[config.mk]
export PLATFORM = sky130hd
export DESIGN_NAME = rx_correlation_bank
export DESIGN_NICKNAME = d
export VERILOG_FILES = /design/src/rtl/rx_corr_pkg.sv /design/src/rtl/rx_corr_lane.sv /design/src/rtl/rx_correlation_bank.sv
export SDC_FILE = /design/constraint.sdc
export NUM_CORES = 1
export LEC_CHECK = 0
export CAP_MARGIN = 10
export CORE_MARGIN = 2
export CORE_UTILIZATION = 51
export CTS_CLUSTER_DIAMETER = 150
export CTS_CLUSTER_SIZE = 28
export DETAILED_ROUTE_END_ITERATION = 10
export PLACE_DENSITY = 0.87
export SLEW_MARGIN = 20
export SYNTH_ARGS = -nofsm -noshare
export SYNTH_HDL_FRONTEND = slang
export SYNTH_SLANG_ARGS = --single-unit
[constraint.sdc]
create_clock -name crx_clk -period 4.2 [get_ports crx_clk]
set_input_delay 0.63 -clock crx_clk [delete_from_list [all_inputs] [get_ports crx_clk]]
set_output_delay 0.63 -clock crx_clk [all_outputs]
set_load 0.02 [all_outputs]
[src/rtl/rx_corr_pkg.sv]
// rx_corr_pkg: shared definitions for the rx correlation bank.
//   weight_e      ternary chip weight encoding (W_ZERO / W_POS / W_NEG)
//   clog2()       ceil(log2(v)), returns 0 for v <= 1
//   DEF_*_MASK    default chip template (period 10)
package rx_corr_pkg;

    typedef enum logic [1:0] {
        W_ZERO = 2'b00,
        W_POS  = 2'b01,
        W_NEG  = 2'b10
    } weight_e;

    localparam int unsigned DEF_MASK_W = 10;
    localparam logic [DEF_MASK_W-1:0] DEF_POS_MASK = 10'b1110000000;
    localparam logic [DEF_MASK_W-1:0] DEF_NEG_MASK = 10'b0000011100;

    function automatic int unsigned clog2(input int unsigned v);
        int unsigned r;
        int unsigned x;
        r = 0;
        x = 1;
        while (x < v) begin
            x = x << 1;
            r = r + 1;
        end
        return r;
    endfunction

endpackage

[src/rtl/rx_corr_lane.sv]
// rx_corr_lane: one correlator lane - applies the ternary weight to a sample,
// accumulates over the window and latches the final sum on the window's last trigger.
// Ports:
//   crx_clk, rrx_rst  clock, async active-high reset
//   erx_en            low clears the accumulator (result holds)
//   trig              new sample strobe
//   first / last      current trigger opens / closes the window
//   weight            weight_e encoding for the current phase
//   sample            signed lane sample
//   result            registered window sum
//   acc_next_c        [RX_CORR_PEAK_EN only] combinational next accumulator value
module rx_corr_lane import rx_corr_pkg::*; #(
    parameter int unsigned SAMPLE_W = 16,
    parameter int unsigned RES_W    = 18
) (
    input  logic                       crx_clk,
    input  logic                       rrx_rst,
    input  logic                       erx_en,
    input  logic                       trig,
    input  logic                       first,
    input  logic                       last,
    input  logic [1:0]                 weight,
    input  logic signed [SAMPLE_W-1:0] sample,
`ifdef RX_CORR_PEAK_EN
    output logic signed [RES_W-1:0]    acc_next_c,
`endif
    output logic signed [RES_W-1:0]    result
);

    logic signed [RES_W-1:0] sext;
    logic signed [RES_W-1:0] term;
    logic signed [RES_W-1:0] acc;
    logic signed [RES_W-1:0] acc_next;

    // Widen before negating so the most negative sample negates exactly.
    assign sext = RES_W'(sample);

    always_comb begin
        term = '0;
        if (weight == W_POS) begin
            term = sext;
        end else if (weight == W_NEG) begin
            term = -sext;
        end
        acc_next = (first ? '0 : acc) + term;
    end

`ifdef RX_CORR_PEAK_EN
    assign acc_next_c = acc_next;
`endif

    // Accumulator and window result register.
    always_ff @(posedge crx_clk or posedge rrx_rst) begin
        if (rrx_rst) begin
            acc    <= '0;
            result <= '0;
        end else if (!erx_en) begin
            acc <= '0;
        end else if (trig) begin
            acc <= acc_next;
            if (last) begin
                result <= acc_next;
            end
        end
    end

endmodule

[src/rtl/rx_correlation_bank.sv]
// rx_correlation_bank: multi-lane ternary-template correlator.
// Applies a +1/0/-1 chip template indexed by a shared sample phase to LANES
// sample streams, sums ACC_SAMPLES weighted samples per lane and publishes one
// result per lane with a one-cycle ovalid pulse.
// Optional feature macro: RX_CORR_PEAK_EN (peak |result| lane search).
// Ports:
//   crx_clk, rrx_rst    clock, async active-high reset
//   erx_en              enable; low discards the partial window
//   inew_sample_trig    new sample set strobe
//   isync               reload phase to its reset value
//   isamples            LANES x SAMPLE_W signed samples
//   oresults            LANES x RES_W signed results
//   ovalid              one-cycle result strobe
//   opeak_idx/opeak_mag [RX_CORR_PEAK_EN only] lane and magnitude of max |result|
module rx_correlation_bank import rx_corr_pkg::*; #(
    parameter int unsigned SAMPLE_W        = 16,
    parameter int unsigned LANES           = 2,
    parameter int unsigned PERIOD          = 10,
    parameter int unsigned SAMPLE_POSITION = 0,
    parameter int unsigned ACC_SAMPLES     = 2,
    parameter int unsigned MASK_W          = DEF_MASK_W,
    parameter logic [MASK_W-1:0] POS_MASK  = DEF_POS_MASK,
    parameter logic [MASK_W-1:0] NEG_MASK  = DEF_NEG_MASK,
    localparam int unsigned RES_W = SAMPLE_W + 1 + clog2(ACC_SAMPLES),
    localparam int unsigned IDX_W = (LANES > 1) ? clog2(LANES) : 1
) (
    input  logic                      crx_clk,
    input  logic                      rrx_rst,
    input  logic                      erx_en,
    input  logic                      inew_sample_trig,
    input  logic                      isync,
    input  logic [LANES*SAMPLE_W-1:0] isamples,
    output logic [LANES*RES_W-1:0]    oresults,
    output logic                      ovalid
`ifdef RX_CORR_PEAK_EN
    ,
    output logic [IDX_W-1:0]          opeak_idx,
    output logic [RES_W-1:0]          opeak_mag
`endif
);

    localparam int unsigned PHASE_W = (PERIOD > 1) ? clog2(PERIOD) : 1;
    localparam int unsigned CNT_W   = (ACC_SAMPLES > 1) ? clog2(ACC_SAMPLES) : 1;
    localparam logic [PHASE_W-1:0] RST_PHASE =
        PHASE_W'((PERIOD - (SAMPLE_POSITION % PERIOD)) % PERIOD);

    if ((POS_MASK & NEG_MASK) != '0) begin : g_err_overlap
        $error("rx_correlation_bank: POS_MASK and NEG_MASK overlap");
    end
    if (PERIOD > MASK_W) begin : g_err_period
        $error("rx_correlation_bank: PERIOD exceeds template mask width");
    end
    if (ACC_SAMPLES < 1) begin : g_err_acc
        $error("rx_correlation_bank: ACC_SAMPLES must be >= 1");
    end

    logic [PHASE_W-1:0] phase;
    logic [CNT_W-1:0]   acc_cnt;
    logic [MASK_W-1:0]  phase_oh;
    weight_e            weight;
    logic               first_c;
    logic               last_c;

    assign first_c = (acc_cnt == '0);
    assign last_c  = (acc_cnt == CNT_W'(ACC_SAMPLES - 1));

    // Weight decode for the current phase.
    always_comb begin
        phase_oh = MASK_W'(1) << phase;
        weight   = W_ZERO;
        if ((POS_MASK & phase_oh) != '0) begin
            weight = W_POS;
        end else if ((NEG_MASK & phase_oh) != '0) begin
            weight = W_NEG;
        end
    end

    // Phase tracks triggers regardless of erx_en so alignment survives a disable.
    always_ff @(posedge crx_clk or posedge rrx_rst) begin
        if (rrx_rst) begin
            phase   <= RST_PHASE;
            acc_cnt <= '0;
            ovalid  <= 1'b0;
        end else begin
            if (isync) begin
                phase <= RST_PHASE;
            end else if (inew_sample_trig) begin
                phase <= (phase == PHASE_W'(PERIOD - 1)) ? '0 : phase + PHASE_W'(1);
            end

            if (!erx_en) begin
                acc_cnt <= '0;
                ovalid  <= 1'b0;
            end else if (inew_sample_trig) begin
                acc_cnt <= last_c ? '0 : acc_cnt + CNT_W'(1);
                ovalid  <= last_c;
            end else begin
                ovalid <= 1'b0;
            end
        end
    end

`ifdef RX_CORR_PEAK_EN
    logic signed [RES_W-1:0] lane_next [LANES];
`endif

    for (genvar k = 0; k < int'(LANES); k++) begin : g_lane
        rx_corr_lane #(
            .SAMPLE_W (SAMPLE_W),
            .RES_W    (RES_W)
        ) u_lane (
            .crx_clk    (crx_clk),
            .rrx_rst    (rrx_rst),
            .erx_en     (erx_en),
            .trig       (inew_sample_trig),
            .first      (first_c),
            .last       (last_c),
            .weight     (weight),
            .sample     (isamples[k*SAMPLE_W +: SAMPLE_W]),
`ifdef RX_CORR_PEAK_EN
            .acc_next_c (lane_next[k]),
`endif
            .result     (oresults[k*RES_W +: RES_W])
        );
    end

`ifdef RX_CORR_PEAK_EN
    logic [IDX_W-1:0] best_idx;
    logic [RES_W-1:0] best_mag;
    logic [RES_W-1:0] mag;

    // Max |final sum| across lanes; strict compare keeps the lowest lane on ties.
    always_comb begin
        best_idx = '0;
        best_mag = '0;
        mag      = '0;
        for (int k = 0; k < int'(LANES); k++) begin
            mag = lane_next[k][RES_W-1] ? RES_W'(-lane_next[k]) : RES_W'(lane_next[k]);
            if (mag > best_mag) begin
                best_mag = mag;
                best_idx = IDX_W'(k);
            end
        end
    end

    // Published on the same edge as oresults.
    always_ff @(posedge crx_clk or posedge rrx_rst) begin
        if (rrx_rst) begin
            opeak_idx <= '0;
            opeak_mag <= '0;
        end else if (erx_en && inew_sample_trig && last_c) begin
            opeak_idx <= best_idx;
            opeak_mag <= best_mag;
        end
    end
`endif

endmodule

== After elaboration in Yosys (flattened, before gate mapping) ==
Index checks and enable logic that the tools add are counted.

* Add/subtract/negate cells: 6
* Equal/unequal tests: 4
* Shifts and indexed selects: 1
* Multiplexer cells: 20
* Reduce and logical (&&, ||, !) cells: 4

{| class="wikitable"
|+ Operators with widths
! operator !! count
|-
| 2-to-1 mux 18 bit || 10
|-
| adder 18 bit || 2
|-
| negator 16 -> 18 bit || 2
|-
| nonzero test 10 bit || 2
|-
| 2-to-1 mux 4 bit || 3
|-
| << shifter 1 x 4 -> 10 bit, first input constant || 1
|-
| 2-to-1 mux 1 bit || 5
|-
| adder 4 x 1 -> 4 bit, second input constant || 1
|-
| == test 4 bit, second input constant || 1
|-
| 2-to-1 mux 2 bit || 2
|-
| AND reduction 3 bit || 1
|-
| == test 2 x 1 -> 1 bit, second input constant || 1
|-
| == test 2 bit, second input constant || 1
|-
| inequality test 2 x 1 -> 1 bit, second input constant || 1
|-
| nonzero test 2 bit || 1
|-
| adder 1 bit, second input constant || 1
|}

* Register bits: 78
* Output and inout port bits: 37
* Word-level logic and storage cells: 42

== Logic depth before layout (Yosys ltp) ==
* Depth in word-level cells: 10
* Depth in mapped cells: 18
* Gate-level depth less buffers: 16

== Hierarchy ==
A second synthesis with hierarchy kept.

* Cells, all modules: 694
* Area total of the unflattened synthesis: 6072.1 um^2

{| class="wikitable"
|+ By module, submodules not included
! module !! times used !! cells each !! area each (um^2)
|-
| rx_corr_lane || 2 || 328 || 2852.7
|-
| rx_correlation_bank || 1 || 38 || 366.6
|}

== Worst setup path before layout ==
OpenSTA, ideal clock, no wires.

* Path type: register to register
* From: register phase[1]
* To: register g_lane[0].u_lane.acc[16]
* Library setup time: 0.077 ns
* Data arrival time: 3.970 ns
* Data required time: 4.123 ns
* Slack: 0.153 ns
* Cell stages (with the launch flop): 19
* Path buffers: 2
* Clock period less this slack: 4.047 ns
* Cells stage by stage: dfrtp_1 clkbuf_1 and2_1 ha_1 o21bai_1 nor2_1 nor2_1 a21oi_1 clkbuf_1 nor2_1 ha_1 fa_1 a211oi_1 o21ai_1 nand2_1 o21ai_1 a311oi_1 mux2_1 o21ai_1

* Longest elaborated chain between the ends: 10
* Elaborated cells between the ends (all ways): 12

{| class="wikitable"
|+ Ends and longest elaborated chain
! what !! RTL line !! source
|-
| start, declared || rx_correlation_bank.sv:57 || <nowiki>logic [PHASE_W-1:0] phase;</nowiki>
|-
| start signal, assigned || rx_correlation_bank.sv:88 || <nowiki>phase <= (phase == PHASE_W'(PERIOD - 1)) ? '0 : phase + PHASE_W'(1);</nowiki>
|-
| << shifter 1 x 4 -> 10 bit * || rx_correlation_bank.sv:69 || <nowiki>phase_oh = MASK_W'(1) << phase;</nowiki>
|-
| nonzero test 10 bit || rx_correlation_bank.sv:73 || <nowiki>end else if ((NEG_MASK & phase_oh) != '0) begin</nowiki>
|-
| 2-to-1 mux 2 bit || rx_correlation_bank.sv:73 ||
|-
| 2-to-1 mux 2 bit * || rx_correlation_bank.sv:71 || <nowiki>if ((POS_MASK & phase_oh) != '0) begin</nowiki>
|-
| == test 2 bit || rx_corr_lane.sv:42 || <nowiki>end else if (weight == W_NEG) begin</nowiki>
|-
| 2-to-1 mux 18 bit || rx_corr_lane.sv:42 ||
|-
| 2-to-1 mux 18 bit * || rx_corr_lane.sv:40 || <nowiki>if (weight == W_POS) begin</nowiki>
|-
| adder 18 bit * || rx_corr_lane.sv:45 || <nowiki>acc_next = (first ? '0 : acc) + term;</nowiki>
|-
| 2-to-1 mux 18 bit * || rx_corr_lane.sv:59 || <nowiki>end else if (trig) begin</nowiki>
|-
| 2-to-1 mux 18 bit * || rx_corr_lane.sv:57 || <nowiki>end else if (!erx_en) begin</nowiki>
|-
| end signal, assigned || rx_corr_lane.sv:60 || <nowiki>acc <= acc_next;</nowiki>
|-
| end, declared || rx_corr_lane.sv:32 || <nowiki>logic signed [RES_W-1:0] acc;</nowiki>
|}

Mark *: on every way between the ends. The rest lies on a longest branch, timed or not. The select of a mux whose other input is x is not followed.
A chain may end at the register's enable or synchronous reset.

== Final worst setup path ==
* From: input port isamples[16]
* To: register g_lane[1].u_lane.acc[15]

* Longest elaborated chain between the ends: 6

{| class="wikitable"
|+ Ends and longest elaborated chain
! what !! RTL line !! source
|-
| start, declared || rx_correlation_bank.sv:32 || <nowiki>input logic [LANES*SAMPLE_W-1:0] isamples,</nowiki>
|-
| negator 16 -> 18 bit || rx_corr_lane.sv:43 || <nowiki>term = -sext;</nowiki>
|-
| 2-to-1 mux 18 bit || rx_corr_lane.sv:42 ||
|-
| 2-to-1 mux 18 bit * || rx_corr_lane.sv:40 ||
|-
| adder 18 bit * || rx_corr_lane.sv:45 ||
|-
| 2-to-1 mux 18 bit * || rx_corr_lane.sv:59 ||
|-
| 2-to-1 mux 18 bit * || rx_corr_lane.sv:57 ||
|-
| end signal, assigned || rx_corr_lane.sv:60 ||
|-
| end, declared || rx_corr_lane.sv:32 ||
|}

Marks and branches as above.

==> results.sh <==
export IMPL_status="complete, no violations"
export IMPL_ys_flop_type="dfrtp_1"
export IMPL_area_growth_pct=23.7
export IMPL_cts_root_buffer_cell="clkbuf_16"
export IMPL_synth_edf_count=0
export IMPL_drt_pass1_iter_count=5
export IMPL_clk_latency_ns=0.34
export IMPL_ys_ff_latch=78
export IMPL_worstSetupEndpoint="g_lane[1].u_lane.acc[15]"
export IMPL_required_ns=4.38
export IMPL_end_kind="register"
export IMPL_synth_area_leaders="dfrtp_1 34%, ha_1 8.2%, xor2_1 5.9%"
export IMPL_synth_top_cell_by_area="dfrtp_1"
export IMPL_final_nets=844
export IMPL_critical_path_cell_chain="clkdlybuf4s50_1, inv_1, ha_2, nand3b_1, or4_4, or3_1, buf_4, o21ai_1, a22o_1, ha_2, nand2_1, o211ai_1, a31oi_2, o22ai_2, a211oi_2, xor2_1, o22ai_1"
export IMPL_hpwl_mm=11.3
export IMPL_worstPathMaxFanout=5
export IMPL_synth_warnings=0
export IMPL_cap_violations=0
export IMPL_power_total_mw=2.36
export IMPL_fp_dieH_um=111
export IMPL_r2r_end="g_lane[0].u_lane.acc[10]"
export IMPL_gr_total_overflow=0
export IMPL_antenna_found_initial=0
export IMPL_placed_area_um2=6800
export IMPL_finalWorstSetupSlack_ns=0.198
export IMPL_r2r_start="phase[1]"
export IMPL_antennaDiodeCount=0
export IMPL_path_depth=17
export IMPL_wl_mm=15.5
export IMPL_grt_pass1_wl_mm=25.8
export IMPL_num_vias=5431
export IMPL_synth_seq_area_share_pct=33.6
export IMPL_syn_avg_cell_area_um2=8.45
export IMPL_slew_viol_final=0
export IMPL_worst_r2r_setup_slack_ns=0.30
export IMPL_fin_skew_ns=0.00664
export IMPL_p_leak_nw=3.28
export IMPL_critical_path_max_stage_delay_ns=0.45
export IMPL_critPathKind="input port to register"
export IMPL_drive_gt1_share_pct=9.20
export IMPL_core_area_um2=11000
export IMPL_numCtsBuffers=9
export IMPL_critPathArrivalTime_ns=4.18
export IMPL_stdcell_count=912
export IMPL_reg2regPathDepth=16
export IMPL_synth_cells=687
export IMPL_die_x_um=111
export IMPL_critPathBufInv=3
export IMPL_clkSinkCount=78
export IMPL_setup_violations=0
export IMPL_slew_headroom_pct=46.3
export IMPL_routabilityCongestion=0.979
export IMPL_start_util_pct=52.9
export IMPL_synthArstFlopShare_pct=100
export IMPL_fin_area_um2=7180
export IMPL_cts_setup_buffers=0
export IMPL_drtIter0Drc=383
export IMPL_worstSetupStartpoint="isamples[16]"
export IMPL_hold_viol=0
export IMPL_cts_hold_buffers_added=0
export IMPL_cts_max_path_buffers=2
export IMPL_syn_nets=764
export IMPL_rows=38
export IMPL_drcViolationCount=0
export IMPL_grt_pass1_vias=5363
export IMPL_crit_family="compound AO/OA/AOI/OAI gates"
export IMPL_routedWlPerCell_um=17.0
export IMPL_htree_levels=3
export IMPL_synth_area_um2=5810
export IMPL_post_route_period_util_pct=95.3
export IMPL_period_minus_slack_ns=4.00
export IMPL_gr_usage_all_layers_pct=25.7
export IMPL_hold_ws_ns=0.482
export IMPL_die_area_um2=12300
export IMPL_vias_per_cell=5.96
export IMPL_powerDensity_nw_per_um2=328
export IMPL_grt_start_max_net_pins=63
export IMPL_io_pins=74
export IMPL_cts_resized=0
export IMPL_timing_fmax_mhz=250
export IMPL_synth_top_cell_area_share_pct=33.6
export IMPL_hold_class="register to register"
export IMPL_antenna_left=0
export IMPL_worst_pin_slew_ns=0.806
export IMPL_ir_drop_v=0.000210
export IMPL_start_kind="input port"
export IMPL_worst_path_most_repeated_cell="ha_2"
export IMPL_dp_cells=896
export IMPL_io_buffers=73
export IMPL_ys_types=58
export IMPL_post_place_ws_ns=-0.168
export IMPL_cp_slowest_cell="or4_4"
export IMPL_clk_pin_slew_worst_paths_ns=0.06
export IMPL_cts_tree="done"
[worst register-to-register path, delay by kind of cell (launching register included)]
kind,cells,cell delay (ns)
AOI/OAI and AO/OA,6,1.52
and+or+nand+nor,5,0.68
buffers and inverters,1,0.25
xor gates and xnor gates,1,0.23
DFF,1,0.46
muxes,1,0.10
adders and majority gates,2,0.55
[cell type report]
| cell class | instances | area [um2] |
|---|---|---|
| flip-flops and latches | 78 | 1950 |
| fillers | 853 | 3800 |
| repair buffers | 99 | 921 |
| well taps | 140 | 175 |
| multi-input cells | 553 | 3710 |
| clock inverters | 6 | 85.1 |
| inverters | 26 | 97.6 |
| clock buffers | 10 | 239 |
[worst min path at each step]
stage | end | cells after the start | slack (ns) | start
global route | g_lane[0].u_lane.result[13] | 2 | 0.50 | g_lane[0].u_lane.result[13]
detailed placement | g_lane[1].u_lane.result[3] | 2 | 0.47 | g_lane[1].u_lane.result[3]
finish | g_lane[0].u_lane.result[5] | 2 | 0.48 | g_lane[0].u_lane.result[5]
CTS | g_lane[0].u_lane.result[3] | 2 | 0.48 | g_lane[0].u_lane.result[3]
floorplan | g_lane[0].u_lane.acc[0] | 2 | 0.48 | g_lane[0].u_lane.acc[0]
global placement | g_lane[1].u_lane.result[1] | 2 | 0.46 | g_lane[1].u_lane.result[1]
[cells in the final DEF (no fill, tap or decap), types with 13 or more instances in the layout]
cell type	n
mux2i_1	16
nor2_1	71
inv_1	23
a21oi_1	22
ha_1	35
xnor2_1	20
buf_4	26
o21ai_1	45
clkdlybuf4s50_1	72
xor2_1	39
a211oi_1	13
dfrtp_1	78
and2_1	47
nand2_1	83
o31ai_1	15
[Yosys cell counts (all sizes together) (7+ instances only)]
cell and number:
xnor2 20, a211oi 14, ha 38, inv 26, and2 47, nand4 7, or3 9, clkbuf 26
nand2 84, nand3 13, a21oi 23, mux2i 17, a21o 10, dfrtp 78, xor2 40, o21ai 55
o31ai 17, nor2 72, nand3b 7, mux2 8, o21a 8
[power by group]
group / total, mW / internal, mW / switching (mW)
sequential: 0.879 / 0.830 / 0.0487
combinational: 0.624 / 0.272 / 0.352
clock: 0.852 / 0.534 / 0.317
total: 2.36 / 1.64 / 0.718
[state kept, by name, indices dropped and copies added, names as in the netlist]
signal and flops:
ovalid 1, phase 4, g_lane.u_lane.result 36, g_lane.u_lane.acc 36
acc_cnt 1
[per-stage QoR]
stage	util [%]	TNS [ns]
floorplan	-	0
global placement	61.9	0
detailed placement	61.9	-0.987
CTS	64.9	0
global route	65.4	-0.00241
finish	65.4	0
[per-layer routing]
metal	track usage (%)	share of wire, %	vias to the layer above	wire [um]
met5	0	0	-	0
met4	11.8	2.5	0	381
met3	3.06	5.5	36	846
met2	44.0	49	203	7610
met1	32.4	43	2620	6640
li1	-	-	2572	-
[cells by family after synthesis]
| group | share of synthesized area, % |
|---|---|
| xor+xnor | 9.18 |
| flops | 33.6 |
| buf+inv | 3.62 |
| simple gates | 22.1 |
| compound gates | 18.1 |
| mux | 4.48 |
| fa+ha+maj | 8.88 |
No activity file was read; power rests on OpenSTA's default activity.
